`config.mk`:
```
export PLATFORM = sky130hd
export DESIGN_NAME = wptr_full
export DESIGN_NICKNAME = d
export VERILOG_FILES = /design/src/rtl/wptr_full.sv
export SDC_FILE = /design/constraint.sdc
export NUM_CORES = 1
export LEC_CHECK = 0
export ABC_AREA = 1
export BUFFER_PORTS_ARGS = -buffer_cell sky130_fd_sc_hd__buf_4
export CAP_MARGIN = 15
export CORE_MARGIN = 1.5
export CORE_UTILIZATION = 40
export CTS_CLUSTER_SIZE = 8
export DETAILED_ROUTE_END_ITERATION = 8
export GPL_TIMING_DRIVEN = 0
export PLACE_DENSITY = 0.62
export SYNTH_ARGS = -nofsm -noshare
export SYNTH_HDL_FRONTEND = slang
export SYNTH_SLANG_ARGS = --single-unit
```
`constraint.sdc`:
```
create_clock -name wclk -period 7.9 [get_ports wclk]
set_clock_uncertainty 0.15 [all_clocks]
set_input_delay 1.58 -clock wclk [delete_from_list [all_inputs] [get_ports wclk]]
set_output_delay 1.58 -clock wclk [all_outputs]
set_load 0.01 [all_outputs]
```
`src/rtl/wptr_full.sv`:
```
// wptr_full: write-domain pointer, RAM write port and full/level status for an async FIFO.
// Latency: an accepted write shows in wptr_g/waddr/wlevel/wfull at the same edge; rptr_g reaches status on the 3rd edge.
// Backpressure: wen is winc gated by the registered wfull; winc while full is dropped and latched in woverflow.
// Ports: wclk/wrst_n clock and async active-low reset; winc write request; rptr_g Gray read pointer (async);
//        wptr_g Gray write pointer to read side; waddr/wen RAM write port; wfull/walmost_full/wlevel status;
//        woverflow sticky write-while-full flag.
module wptr_full #(
  parameter int ptr_width   = 11,
  parameter int afull_level = 4
) (
  input  logic                 wclk,
  input  logic                 wrst_n,
  input  logic                 winc,
  input  logic [ptr_width-1:0] rptr_g,
  output logic [ptr_width-1:0] wptr_g,
  output logic [ptr_width-2:0] waddr,
  output logic                 wen,
  output logic                 wfull,
  output logic                 walmost_full,
  output logic [ptr_width-1:0] wlevel,
  output logic                 woverflow
);

  localparam int AW = ptr_width - 1;
  localparam logic [ptr_width-1:0] DEPTH     = {1'b1, {AW{1'b0}}};
  localparam logic [ptr_width-1:0] AFULL_THR = DEPTH - ptr_width'(afull_level);

  logic [ptr_width-1:0] r_wbin;
  logic [ptr_width-1:0] r_wptr_g;
  logic [ptr_width-1:0] r_wq1_rptr;
  logic [ptr_width-1:0] r_wq2_rptr;
  logic                 r_wfull;
  logic                 r_walmost_full;
  logic [ptr_width-1:0] r_wlevel;
  logic                 r_woverflow;

  logic                 w_wen;
  logic [ptr_width-1:0] w_wbin_next;
  logic [ptr_width-1:0] w_wgray_next;
  logic [ptr_width-1:0] w_full_cmp;
  logic [ptr_width-1:0] w_rbin_s;
  logic [ptr_width-1:0] w_wlevel_next;

  // Gated by wrst_n so a stray winc during reset can never reach the RAM.
  assign w_wen        = winc & ~r_wfull & wrst_n;
  assign w_wbin_next  = r_wbin + {{AW{1'b0}}, w_wen};
  assign w_wgray_next = (w_wbin_next >> 1) ^ w_wbin_next;

  // Full when the write pointer is exactly one lap ahead: in Gray code that is
  // the read pointer with its two top bits inverted.
  assign w_full_cmp = {~r_wq2_rptr[ptr_width-1:ptr_width-2], r_wq2_rptr[ptr_width-3:0]};

  // Gray to binary: each binary bit is the XOR of all Gray bits at or above it.
  always_comb begin
    w_rbin_s = '0;
    for (int i = 0; i < ptr_width; i++) begin
      w_rbin_s[i] = ^(r_wq2_rptr >> i);
    end
  end

  assign w_wlevel_next = w_wbin_next - w_rbin_s;

  // Plain two-flop synchronizer; nothing may be inserted between the stages.
  always_ff @(posedge wclk or negedge wrst_n) begin
    if (!wrst_n) begin
      r_wq1_rptr <= '0;
      r_wq2_rptr <= '0;
    end else begin
      r_wq1_rptr <= rptr_g;
      r_wq2_rptr <= r_wq1_rptr;
    end
  end

  always_ff @(posedge wclk or negedge wrst_n) begin
    if (!wrst_n) begin
      r_wbin         <= '0;
      r_wptr_g       <= '0;
      r_wfull        <= 1'b0;
      r_walmost_full <= 1'b0;
      r_wlevel       <= '0;
      r_woverflow    <= 1'b0;
    end else begin
      r_wbin         <= w_wbin_next;
      r_wptr_g       <= w_wgray_next;
      r_wfull        <= (w_wgray_next == w_full_cmp);
      r_walmost_full <= (w_wlevel_next >= AFULL_THR);
      r_wlevel       <= w_wlevel_next;
      r_woverflow    <= r_woverflow | (winc & r_wfull);
    end
  end

  assign wen          = w_wen;
  assign wptr_g       = r_wptr_g;
  assign waddr        = r_wbin[AW-1:0];
  assign wfull        = r_wfull;
  assign walmost_full = r_walmost_full;
  assign wlevel       = r_wlevel;
  assign woverflow    = r_woverflow;

endmodule

```
==> impl_metrics.yaml <==
global_routing:
  grt_max_degree: 59
  grt-ovfl-total: 0
  gr-usage-all-layers_pct: 14.6
  antenna_found_initial: 0
  grt_pass1_wl_um: 8230
  grt_pass1_vias: 1855
floorplanning:
  fp-row-count: 30
  chipHeight_um: 86.9
  die_x_um: 86.9
  start_util_pct: 41.4
  ios: 50
  core_area_mm2: 0.00679
  die_area_mm2: 0.00755
layout:
  fin_nets: 395
  antenna_cells: 0
  regArea_mm2: 0.00143
  drive_above_1_share_pct: 20.5
  fill_cells: 624
  syn_to_final_growth_pct: 24.3
  multiInputGateArea_mm2: 0.00119
  fin_cells: 471
synthesis:
  synthTopCellsByCount: "89 x nand2_1, 57 x dfrtp_1, 51 x inv_1"
  synth_top_area_cell: "dfrtp_1"
  synth_cell_types: 26
  synth_enable_flop_cells: 0
  synthArstFlopShare_pct: 100
  synthTopCellsByArea: "dfrtp_1 51%, nand2_1 12%, inv_1 6.8%"
  ys_ff_latch: 57
  synthesis.nets: 335
  netlist_area_mm2: 0.00281
  synthCells: 310
  yosysWarnings: 0
  synth_top_area_share_pct: 50.7
  synth.avg_cell_area_um2: 9.08
  yosysMostFrequentCell: "nand2_1"
  ys_seq_area_share_pct: 50.7
  ys.flop_type: "dfrtp_1"
cts:
  hold_buffers: 0
  cts_setup_buffers: 0
  numCtsBuffers: 9
  cts_resized: 0
  path_clk_slew_ns: 0.07
  clock_latency_ns: 0.32
  cts.sink_count: 57
  clock_tree.buffer_depth: 2
  cts.htree.levels: 3
  cts_tree: "done"
  cts-root-buf: "clkbuf_8"
sta:
  hold_viol_final: 0
  setup_violations: 0
  fin_hold_ws_ns: 0.196
  max_freq_ghz: 0.216
  period_share_pct: 58.6
  rsz0062_at_grt: "false"
  tightest_slew_ns: 0.709
  layout_min_cycle_time_ns: 4.63
  slew_headroom_pct: 52.7
  tns_ns: 0
  slew_violations: 0
worst_setup_path:
  startpoint_type: "input pin"
  end_kind: "flip-flop"
  critical_path_arrival_ns: 4.69
  required_ns: 7.96
  critPathMaxFanout: 58
  worstSetupPathType: "input pin to flip-flop"
status:
  status: "finished, final reports clean"
power_and_ir_drop:
  powerDensity_mw_per_mm2: 344
  p_leak_uw: 0.00192
  vdd_ir_drop_max_mv: 0.140
place:
  place_congestion: 0.846
  hpwl_um: 3830
  port_buffers: 49
  place_inst: 455
routing:
  wl_per_cell_um: 10.8
  vias_per_cell: 4.30
  dr_total_vias: 2024
  drtIter0Drc: 108
  routed_wl_um: 5080
  drcViolationCount: 0
  ant_nets: 0
  drt_pass1_iterations: 4
min_path:
  hold_class: "flip-flop to flip-flop"
run:
  drv_cap: 0
## per-layer routing
metal  vias to the layer above  GRT usage, %  wire (um)
met3                         4          3.51        155
met2                        34          23.5       2540
met5                         -             0          0
li1                       1071             -          -
met1                       915          18.3       2340
met4                         0          7.77         42
## worst max-delay path, stage by stage
cell and delay, ns:
buf_4 0.54, nand2_1 0.11, nor2_1 0.21, ha_1 0.21
nand2_2 0.09, nor3_4 0.20, nand3_2 0.14, xnor2_1 0.41
ha_1 0.36, a21oi_1 0.19, o21bai_1 0.10, a21oi_1 0.18
nand2_1 0.08, nand2_1 0.05, nand2_1 0.07, nand3_1 0.09
nand2_1 0.05
## logic make-up (layout without fill, tap and decap cells)
kind of cell | count (synthesis) | in the layout | synth area share [%]
compound gates | 14 | 14 | 3.07
simple gates | 139 | 139 | 21.6
xor+xnor | 37 | 37 | 12.6
flops | 57 | 57 | 50.7
buf+inv | 52 | 117 | 6.94
fa+ha+maj | 11 | 11 | 5.16
## through the flow
stage / cell area (um^2) / util, % / total power (uW) / setup slack, ns
finish: 3500 / 51.5 / 1200 / 3.27
global route: 3500 / 51.5 / 1310 / 2.89
CTS: 3500 / 51.5 / 1220 / 3.24
detailed placement: 3300 / 48.6 / 944 / 2.88
global placement: 3300 / 48.6 / 935 / 2.99
floorplan: 2810 / - / 764 / 3.88
## power by group
| part | leakage, uW | total [uW] | internal, uW | switching, uW |
|---|---|---|---|---|
| sequential | 0.000663 | 408 | 364 | 43.2 |
| clock | 0.0000953 | 267 | 153 | 114 |
| combinational | 0.00116 | 527 | 223 | 304 |
| total | 0.00192 | 1200 | 741 | 461 |
## worst paths after layout
kind / startpoint / to / slack [ns] / cells after the start
min in group asynchronous: wrst_n / r_wq1_rptr[0] / 1.16 / 1
setup / recovery: wrst_n / walmost_full / 3.27 / 17
hold reg to reg: r_wq1_rptr[3] / r_wq2_rptr[3] / 0.20 / 0
max in group asynchronous: wrst_n / wlevel[8] / 5.97 / 1
hold / removal: r_wq1_rptr[3] / r_wq2_rptr[3] / 0.20 / 0
setup reg to reg: wfull / walmost_full / 4.82 / 15
## cell usage in the layout (no fill, tap or decap), drive strengths merged, types with 3 or more instances in the layout
cell    count
a21o        3
a21oi       6
buf        49
clkbuf     11
dfrtp      57
ha         10
inv        52
nand2      90
nand3      23
nand4       7
nor2       12
nor3        3
xnor2      13
xor2       24
## final cells by class
class / count / area share (%)
sequential: 57 / 40.8
multi-input combinational: 201 / 34.1
timing repair buffer: 49 / 10.5
inverter: 52 / 5.58
clock buffer: 11 / 4.04
tap: 96 / 3.43
clock inverter: 5 / 1.57
## state kept, by name, summed over array words and instances, names as in the netlist
name	count
r_wbin	11
r_wq1_rptr	11
r_wq2_rptr	11
wlevel	11
wptr_g	10
walmost_full	1
wfull	1
woverflow	1
No activity file was read; power rests on OpenSTA's default activity.
